**config.mk**
```make
export PLATFORM = sky130hd
export DESIGN_NAME = i2c_reg_writer
export DESIGN_NICKNAME = d
export VERILOG_FILES = /design/src/rtl/i2c_pkg.sv /design/src/rtl/i2c_bit_phase.sv /design/src/rtl/i2c_reg_writer.sv
export SDC_FILE = /design/constraint.sdc
export NUM_CORES = 1
export LEC_CHECK = 0
export CAP_MARGIN = 20
export CORE_MARGIN = 2
export CORE_UTILIZATION = 48
export DETAILED_ROUTE_END_ITERATION = 6
export GPL_TIMING_DRIVEN = 1
export PLACE_DENSITY = 0.79
export SLEW_MARGIN = 10
export SYNTH_ARGS = -nofsm -noshare
export SYNTH_HDL_FRONTEND = slang
export SYNTH_SLANG_ARGS = --single-unit
```
**constraint.sdc**
```tcl
create_clock -name CLK -period 1.59 [get_ports CLK]
set_input_delay 0.318 -clock CLK [delete_from_list [all_inputs] [get_ports CLK]]
set_output_delay 0.318 -clock CLK [all_outputs]
set_load 0.05 [all_outputs]
```
**src/rtl/i2c_pkg.sv**
```systemverilog
// i2c_pkg: shared definitions for the single-register I2C write initiator.
//   - i2c_state_e   : FSM state encoding (IDLE, START, BYTE, ACK, STOP, FIN)
//   - I2C_NUM_BYTES : bytes per write (device address + W, register, data)
//   - I2C_START_TICKS / I2C_STOP_TICKS : ticks spent in START / STOP
//   - P0..P3        : bit phase values within one SCL bit period
package i2c_pkg;

  typedef enum logic [2:0] {
    ST_IDLE  = 3'd0,
    ST_START = 3'd1,
    ST_BYTE  = 3'd2,
    ST_ACK   = 3'd3,
    ST_STOP  = 3'd4,
    ST_FIN   = 3'd5
  } i2c_state_e;

  localparam int CLK_TICKS_PER_BIT = 4;
  localparam int I2C_NUM_BYTES     = 3;
  localparam int I2C_START_TICKS   = 2;
  localparam int I2C_STOP_TICKS    = 3;

  localparam logic [1:0] P0 = 2'd0;
  localparam logic [1:0] P1 = 2'd1;
  localparam logic [1:0] P2 = 2'd2;
  localparam logic [1:0] P3 = 2'd3;

  // Phase value of the final step of the START and STOP sequences.
  localparam logic [1:0] START_LAST = 2'(I2C_START_TICKS - 1);
  localparam logic [1:0] STOP_LAST  = 2'(I2C_STOP_TICKS - 1);

endpackage

```
**src/rtl/i2c_bit_phase.sv**
```systemverilog
// i2c_bit_phase: step counter for the I2C writer FSM.
//   A 2-bit phase counter advances on every TICK; each wrap of the phase
//   counter advances a 3-bit bit counter. A synchronous clear restarts both
//   at zero and takes priority over TICK.
// Ports:
//   clk, rst_n  : system clock, asynchronous active-low reset
//   tick        : one-cycle step strobe
//   clr         : restart phase and bit counters at 0
//   phase       : current phase (P0..P3)
//   last_phase  : phase is the last phase of a bit period
//   last_bit    : bit counter is on bit 7 of a byte
module i2c_bit_phase
  import i2c_pkg::*;
(
  input  logic       clk,
  input  logic       rst_n,
  input  logic       tick,
  input  logic       clr,
  output logic [1:0] phase,
  output logic       last_phase,
  output logic       last_bit
);

  logic [2:0] bit_cnt;

  always_ff @(posedge clk or negedge rst_n) begin
    if (!rst_n) begin
      phase   <= P0;
      bit_cnt <= 3'd0;
    end else if (clr) begin
      phase   <= P0;
      bit_cnt <= 3'd0;
    end else if (tick) begin
      phase <= phase + 2'd1;
      if (last_phase) begin
        bit_cnt <= bit_cnt + 3'd1;
      end
    end
  end

  assign last_phase = (phase == 2'(CLK_TICKS_PER_BIT - 1));
  assign last_bit   = (bit_cnt == 3'd7);

endmodule

```
**src/rtl/i2c_reg_writer.sv**
```systemverilog
// i2c_reg_writer: single-register I2C write initiator.
//   On an accepted START request it issues an I2C START condition, three
//   bytes ({DEV_ADDR,W}, REG_ADDR, DATA) each followed by an ACK bit, then a
//   STOP condition. Bit timing is paced by TICK (4 ticks per SCL period);
//   every FSM step consumes exactly one tick, except FIN which completes on
//   the next clock.
// Ports:
//   CLK, RST_n : system clock, asynchronous active-low reset
//   TICK       : one-cycle step strobe
//   START      : write request, sampled only while BUSY=0
//   DEV_ADDR   : 7-bit device address (latched on accept)
//   REG_ADDR   : register address (latched on accept)
//   DATA       : register data (latched on accept)
//   BUSY       : high from the cycle after accept until DONE
//   DONE       : one-cycle completion pulse
//   ACK_ERR    : a NACK was seen in the last transaction (valid with DONE)
//   SCL        : serial clock, push-pull, idle high
//   SDA_OE     : 1 pulls SDA low, 0 releases it
//   SDA_I      : sampled SDA line (assumed already synchronous to CLK)
//   STATE_DBG  : current FSM state, for observation only
// Handshake: a request is taken on any CLK edge where START=1 and BUSY=0;
//   inputs are captured on that edge and later changes are ignored until
//   the DONE pulse, in whose cycle a new request may already be taken.
// Build option: I2C_WRITER_ABORT_ON_NACK_EN -- when defined, a NACK ends the
//   transfer with STOP right after the offending ACK bit; when undefined all
//   three bytes are always sent and ACK_ERR accumulates.
module i2c_reg_writer
  import i2c_pkg::*;
(
  input  logic       CLK,
  input  logic       RST_n,
  input  logic       TICK,
  input  logic       START,
  input  logic [6:0] DEV_ADDR,
  input  logic [7:0] REG_ADDR,
  input  logic [7:0] DATA,
  output logic       BUSY,
  output logic       DONE,
  output logic       ACK_ERR,
  output logic       SCL,
  output logic       SDA_OE,
  input  logic       SDA_I,
  output i2c_state_e STATE_DBG
);

`ifdef I2C_WRITER_ABORT_ON_NACK_EN
  localparam bit ABORT_ON_NACK = 1'b1;
`else
  localparam bit ABORT_ON_NACK = 1'b0;
`endif

  i2c_state_e state_q, state_d;
  logic [1:0] byte_idx_q, byte_idx_d, next_idx;
  logic [7:0] sh_q, sh_d;
  logic [7:0] reg_q, reg_d;
  logic [7:0] data_q, data_d;
  logic [7:0] next_byte;
  logic       scl_d, sda_oe_d, busy_d, done_d, ack_err_d;

  logic [1:0] phase;
  logic       last_phase, last_bit;
  logic       phase_clr;

  // Counters restart whenever the FSM changes state, and are held at zero
  // while idle, so every state begins at phase P0 / bit 0.
  assign phase_clr = (state_d != state_q) || (state_q == ST_IDLE);

  i2c_bit_phase u_bit_phase (
    .clk        (CLK),
    .rst_n      (RST_n),
    .tick       (TICK),
    .clr        (phase_clr),
    .phase      (phase),
    .last_phase (last_phase),
    .last_bit   (last_bit)
  );

  // Byte 0 is loaded straight from the inputs on accept; later bytes come
  // from the latched copies.
  assign next_idx  = byte_idx_q + 2'd1;
  assign next_byte = (next_idx == 2'd1) ? reg_q : data_q;

  always_comb begin
    state_d    = state_q;
    scl_d      = SCL;
    sda_oe_d   = SDA_OE;
    busy_d     = BUSY;
    done_d     = 1'b0;
    ack_err_d  = ACK_ERR;
    byte_idx_d = byte_idx_q;
    sh_d       = sh_q;
    reg_d      = reg_q;
    data_d     = data_q;

    case (state_q)
      ST_IDLE: begin
        scl_d    = 1'b1;
        sda_oe_d = 1'b0;
        busy_d   = 1'b0;
        // Accept is edge-based, independent of TICK.
        if (START) begin
          reg_d      = REG_ADDR;
          data_d     = DATA;
          sh_d       = {DEV_ADDR, 1'b0};
          ack_err_d  = 1'b0;
          byte_idx_d = 2'd0;
          busy_d     = 1'b1;
          state_d    = ST_START;
        end
      end

      ST_START: begin
        if (TICK) begin
          if (phase == START_LAST) begin
            scl_d   = 1'b0;
            state_d = ST_BYTE;
          end else begin
            // SDA falls while SCL is still high: the START condition.
            sda_oe_d = 1'b1;
          end
        end
      end

      ST_BYTE: begin
        if (TICK) begin
          case (phase)
            P0: begin
              scl_d    = 1'b0;
              sda_oe_d = ~sh_q[7];
            end
            P1:      scl_d = 1'b1;
            P2:      scl_d = 1'b1;
            default: begin
              scl_d = 1'b0;
              sh_d  = {sh_q[6:0], 1'b0};
              if (last_bit) begin
                state_d = ST_ACK;
              end
            end
          endcase
        end
      end

      ST_ACK: begin
        if (TICK) begin
          case (phase)
            P0: begin
              scl_d    = 1'b0;
              sda_oe_d = 1'b0;
            end
            P1: scl_d = 1'b1;
            P2: begin
              scl_d = 1'b1;
              if (SDA_I) begin
                ack_err_d = 1'b1;
              end
            end
            default: begin
              scl_d      = 1'b0;
              byte_idx_d = next_idx;
              // ACK_ERR already reflects this bit's NACK (sampled at P2).
              if ((ABORT_ON_NACK && ACK_ERR) ||
                  (next_idx >= 2'(I2C_NUM_BYTES))) begin
                state_d = ST_STOP;
              end else begin
                sh_d    = next_byte;
                state_d = ST_BYTE;
              end
            end
          endcase
        end
      end

      ST_STOP: begin
        if (TICK) begin
          if (phase == STOP_LAST) begin
            // SDA rises while SCL is high: the STOP condition.
            sda_oe_d = 1'b0;
            state_d  = ST_FIN;
          end else if (phase == P0) begin
            scl_d    = 1'b0;
            sda_oe_d = 1'b1;
          end else begin
            scl_d = 1'b1;
          end
        end
      end

      ST_FIN: begin
        done_d  = 1'b1;
        busy_d  = 1'b0;
        state_d = ST_IDLE;
      end

      default: begin
        scl_d    = 1'b1;
        sda_oe_d = 1'b0;
        busy_d   = 1'b0;
        state_d  = ST_IDLE;
      end
    endcase
  end

  always_ff @(posedge CLK or negedge RST_n) begin
    if (!RST_n) begin
      state_q    <= ST_IDLE;
      SCL        <= 1'b1;
      SDA_OE     <= 1'b0;
      BUSY       <= 1'b0;
      DONE       <= 1'b0;
      ACK_ERR    <= 1'b0;
      byte_idx_q <= 2'd0;
      sh_q       <= 8'd0;
      reg_q      <= 8'd0;
      data_q     <= 8'd0;
    end else begin
      state_q    <= state_d;
      SCL        <= scl_d;
      SDA_OE     <= sda_oe_d;
      BUSY       <= busy_d;
      DONE       <= done_d;
      ACK_ERR    <= ack_err_d;
      byte_idx_q <= byte_idx_d;
      sh_q       <= sh_d;
      reg_q      <= reg_d;
      data_q     <= data_d;
    end
  end

  assign STATE_DBG = state_q;

endmodule

```
# --- After elaboration in Yosys (flattened, before gate mapping) ---
# Index checks and enable logic that the tools add are counted.
word_totals:
  out_inout_bits: 8
  latchBits: 0
  in_bits: 28
  memories: 0
  ff_bits: 39
  mem_bits_ro: 0
  ramBits: 0
op_classes:
  n_mul: 0
  n_bitwise: 2
  n_shift: 0
  muxes: 55
  n_reduce_logical: 18
  div: 0
  add_sub_neg: 3
  n_lt_le_gt_ge: 1
  eq_ne: 28
op_table:
  columns: ["cell", "count"]
  rows:
  - ["8-bit 2-to-1 mux", 7]
  - ["3-bit 2-to-1 mux", 14]
  - ["2-bit inequality test, second input constant", 15]
  - ["8-bit case mux with 3 select lines", 1]
  - ["1-bit 2-to-1 mux", 22]
  - ["3-bit case mux with 5 select lines", 1]
  - ["2-bit 2-to-1 mux", 5]
  - ["3-bit equality test, second input constant", 3]
  - ["9-bit AND reduction", 1]
  - ["7-bit AND reduction", 1]
  - ["3-bit by 2-bit equality test with 1-bit output, second input constant", 2]
  - ["6-bit AND reduction", 1]
  - ["2-bit nonzero test", 3]
  - ["1-bit case mux with 5 select lines", 1]
  - ["5-bit AND reduction", 1]
  - ["2-bit by 1-bit adder with 2-bit output, second input constant", 2]
  - ["2-bit by 1-bit equality test with 1-bit output, second input constant", 2]
  - ["2-bit equality test, second input constant", 2]
  - ["1-bit case mux with 2 select lines", 2]
  - ["1-bit case mux with 4 select lines", 1]
  - ["2-bit case mux with 2 select lines", 1]
  - ["2-bit AND reduction", 2]
  - ["4-bit AND reduction", 1]
  - ["2-bit OR reduction", 2]
  - ["13 further kinds", 14]

# --- Logic depth before layout (Yosys ltp) ---
depth:
  depth_word: 10
  depth_mapped: 7
  mapped_depth_nobuf: 6

# --- By module ---
# From an unflattened synthesis, not the netlist that was laid out.
unflattened:
  cells_unflattened: 209
  area_unflattened_um2: 2225.9
by_module_without_submodules:
  columns: ["module", "cells_each", "instances", "area_each_um2", "seq_area_each_um2"]
  rows:
  - ["i2c_reg_writer", 186, 1, 1954.4, 852.1]
  - ["i2c_bit_phase", 23, 1, 271.5, 125.1]

# --- Worst setup path before layout ---
# No wires, ideal clock.
synth_timing:
  path_type: "flip-flop to flip-flop"
  startpoint: "reg state_q[1], in the netlist STATE_DBG[1]"
  endpoint: "reg data_q[0]"
  n_path_buf: 2
  stages_incl_launch_ff: 6
  t_arrival_ns: 1.895
  setup_ns: 0.125
  slack_ns: -0.430
  cell_sequence: "dfrtp_1 -> buf_6 -> or2_4 -> nor3b_4 -> buf_12 -> mux2_4"
synth_between:
  elab_chain_len: 2
synth_lines:
  columns: ["element", "line_no", "rtl"]
  rows:
  - ["start: declaration", "i2c_reg_writer.sv:52", "i2c_state_e state_q, state_d;"]
  - ["start signal: assignment", "i2c_reg_writer.sv:217", "state_q <= state_d;"]
  - ["3-bit zero test", "i2c_reg_writer.sv:95", "case (state_q)"]
  - ["2-bit AND reduction (no line)", null, null]
  - ["end signal: assignment", "i2c_reg_writer.sv:226", "data_q <= data_d;"]
  - ["end: declaration", "i2c_reg_writer.sv:56", "logic [7:0] data_q, data_d;"]
# Every way passes these cells.
# A chain may end at the register's enable or synchronous reset.

# --- Worst setup path after layout ---
layout_timing:
  startpoint: "reg state_q[0], in the netlist STATE_DBG[0]"
  endpoint: "reg u_bit_phase.bit_cnt[1]"
layout_between:
  elab_chain_len: 8
layout_lines:
  columns: ["element", "line_no", "rtl"]
  rows:
  - ["3-bit 2-to-1 mux", "i2c_reg_writer.sv:136", "if (last_bit) begin"]
  - ["3-bit 2-to-1 mux", "i2c_reg_writer.sv:126", "case (phase)"]
  - ["3-bit 2-to-1 mux", "i2c_reg_writer.sv:125", "if (TICK) begin"]
  - ["3-bit case mux with 5 select lines", "i2c_reg_writer.sv:95", null]
  - ["3-bit inequality test", "i2c_reg_writer.sv:66", "assign phase_clr = (state_d != state_q) || (state_q == ST_IDLE);"]
  - ["1-bit logical OR (*)", "i2c_reg_writer.sv:66", null]
  - ["2-bit nonzero test (no line)", null, null]
  - ["2-bit AND reduction (no line)", null, null]
  - ["end signal: assignment", "i2c_bit_phase.sv:36", "bit_cnt <= bit_cnt + 3'd1;"]
  - ["end: declaration", "i2c_bit_phase.sv:24", "logic [2:0] bit_cnt;"]
# Every way passes the cells marked *; elsewhere a longest branch is shown, timed or not.

==> results.ini <==
[route]
routedWlPerCell_um = 17.37
via_count = 1798
post_drt_via_cell_ratio = 5.482
ant_nets = 0
route.detailed.drc = 0
first_pass_iters = 4
wirelength_um = 5698
drt_iter0_drc = 88

[critical_path]
path_max_fanout = 8
cp_common_cell = buf_4
critPathKind = flop to flop
path_cells = buf_4 > buf_4 > nor2_4 > o32ai_4 > or4_4 > a21oi_2
cpMaxStageDelayCell = or4_4
crit_path_max_incr_delay_ps = 500
critPathRequiredTime_ps = 1810
end_kind = flop
cp-start-kind = flop
worst_ep_arrival_time_ps = 2010

[die]
io_pins = 36
die_w_um = 71.95
fp.dieH_um = 71.95
core_area_um2 = 4414
num_rows = 24
dieArea_um2 = 5176
initial_core_util = 0.5020

[sta]
worstMarginPinSlew_ps = 378.8
skew_ps = 9.060
rsz0062_at_grt = true
maxSlewHeadroom = 0.7475
finalSetupTns_ps = -1989
timing.final.crit_share = 1.127
setup_viol = 30
max_freq_mhz = 558.1
setup_ws_ps = -201.8
finalHoldViolCount = 0
finalMaxSlewViolations = 0
period_needed_ps = 1792

[run]
maxCapViolCount = 0

[global_routing]
grt_pass1_wl_um = 9039
grt-ovfl-total = 0
grt_util_all_layers = 0.2270
grt_antenna_before_repair = 0
grt_pass1_vias = 1864
grt_max_degree = 27

[synthesis]
synth_nets = 240
synth-edff-count = 0
ys.flop_type = dfrtp_1
synth_area_per_cell_um2 = 10.86
ys_warn_count = 0
ys_ff_latch = 39
synth_cells = 204
yosysTopAreaCell = dfrtp_1
synthArstFlopShare = 1.000
syn_area_um2 = 2216
yosysTopAreaCellShare = 0.4291
ys_top_cells_by_area = dfrtp_1, mux2i_1, mux2_4
synth.distinct_cells = 47
ys_seq_area_frac = 0.4410

[clock_network]
cts_tree = done
numCtsBuffers = 5
htree_levels = 2
cts_buffer_depth = 2
clk_pin_slew_ps = 80
clockRootBuffer = clkbuf_8
clk_latency_ps = 290
cts.sinks = 39

[layout]
area_delta_synth_final_pct = 47.21
fin_util = 0.7389
antennaDiodeCount = 0
layout-drive-gt1-share = 0.3877
fillers = 274
layout.nets = 311

[power]
p_per_area_nw_per_um2 = 1701
power_leakage_nw = 1.534
irDropWorstVdd_mv = 1.046

[status]
violations = setup timing
status = finished with violations

[place]
port-buffer-count = 35
place_congestion = 0.8617
hpwl_um = 3601
place_ws_ps = -362.3

[hold_path]
hp-class = input port to asynchronous set/reset pin

critical path: cells and delay by family (launching register included):
kind / cells / cell delay [ps]
compound gates: 2 / 280
buf+inv: 2 / 350
flops: 1 / 440
simple gates: 2 / 650
metrics by stage:
| step | area [um^2] | total power, W | hold slack (ps) | std cells |
|---|---|---|---|---|
| after floorplan | 2270 | 0.003459 | 22.41 | 204 |
| after global placement | 2878 | 0.004238 | 250.8 | 307 |
| after detailed placement | 2878 | 0.004321 | 256.3 | 307 |
| after CTS | 3156 | 0.005320 | 482.9 | 325 |
| after global routing | 3262 | 0.005885 | 516.2 | 328 |
| final | 3262 | 0.005550 | 473.7 | 328 |
logic make-up (layout without fill, tap and decap cells):
kind of cell | count (synthesis) | in the layout | share of synthesized area
xor gates and xnor gates | 3 | 3 | 0.01186
buffers and inverters | 28 | 100 | 0.06268
AOI/OAI and AO/OA | 41 | 41 | 0.1152
and+or+nand+nor | 45 | 45 | 0.1169
muxes | 40 | 40 | 0.2072
DFF | 39 | 39 | 0.4410
adders and majority gates | 8 | 8 | 0.04517
layer usage:
metal | up-vias | wire [um] | track usage
li1 | 863 | - | -
met1 | 888 | 2467 | 0.2951
met2 | 39 | 2981 | 0.3879
met3 | 8 | 155 | 0.03889
met4 | 0 | 93 | 0.07338
met5 | - | 0 | 0
cell type report:
class | instances | area [um^2] | area share
Inverter | 15 | 60.06 | 0.01841
Tap cell | 52 | 65.06 | 0.01995
Sequential cell | 39 | 980.9 | 0.3007
Timing Repair Buffer | 77 | 824.5 | 0.2528
Multi-Input combinational cell | 137 | 1246 | 0.3820
Clock inverter | 2 | 12.51 | 0.003836
Clock buffer | 6 | 72.57 | 0.02225
worst paths after layout:
path | cells past startpoint | end | start | slack, ps
max | 6 | u_bit_phase.bit_cnt[1] | STATE_DBG[0] | -200
min | 2 | STATE_DBG[0] | RST_n | 470
max reg2reg | 6 | u_bit_phase.bit_cnt[1] | STATE_DBG[0] | -200
min reg2reg | 1 | data_q[6] | data_q[6] | 510
max in group asynchronous | 3 | STATE_DBG[2] | RST_n | 650
min in group CLK | 1 | data_q[6] | data_q[6] | 510
power breakdown:
part	leakage [nW]	switching (W)	internal, W
combinational	1.02	0.00149	0.00171
sequential	0.476	0.000281	0.00141
clock	0.0412	0.000343	0.000307
total	1.53	0.00212	0.00343
cells in the mapped netlist, types with 2 or more instances:
library cell,number
nor3b_1,2
mux2_2,10
clkbuf_1,5
nor2_1,13
a211oi_1,7
inv_1,14
dfrtp_1,38
mux2_4,9
ha_1,8
nand4_1,2
nand4b_1,2
o21ai_0,7
buf_2,5
a21oi_1,17
xnor2_1,2
nand2_1,9
a31oi_1,2
nor3_1,2
mux2i_1,20
nand2b_1,2
nand3_1,2
flip-flops by register name (all words and copies together), names as in the netlist, 2 cells and up:
| signal | cells |
|---|---|
| data_q | 8 |
| reg_q | 8 |
| sh_q | 8 |
| STATE_DBG | 3 |
| u_bit_phase.bit_cnt | 3 |
| byte_idx_q | 2 |
| u_bit_phase.phase | 2 |
cells in the final DEF (no fill, tap or decap), types with 2 or more instances in the layout:
master / count
nand3_1: 2
dfrtp_2: 3
a21oi_2: 6
nor3b_1: 2
a31oi_1: 2
mux2i_1: 20
mux2_2: 3
clkdlybuf4s50_1: 25
ha_2: 3
ha_1: 4
a21oi_1: 11
dfrtp_1: 35
nand2_1: 9
buf_12: 9
nand4_1: 2
xnor2_1: 2
nand4b_1: 2
o21ai_1: 3
clkbuf_8: 5
inv_1: 14
clkinvlp_4: 2
buf_6: 5
buf_4: 32
o21ai_0: 4
mux2_4: 17
buf_16: 2
a211oi_1: 7
nor2_1: 11
nor2_4: 2
repair_timing:
| item | in CTS | in global routing |
|---|---|---|
| hold buffers | 1 | 0 |
| hold endpoints to repair | 12 | 0 |
| cloned | 2 | 0 |
| setup endpoints to repair | 31 | 36 |
| setup buffers | 7 | 3 |
| gates resized for setup | 21 | 16 |
| pin swaps | 11 | 10 |
Note: power is estimated with default switching activity, not from simulation.
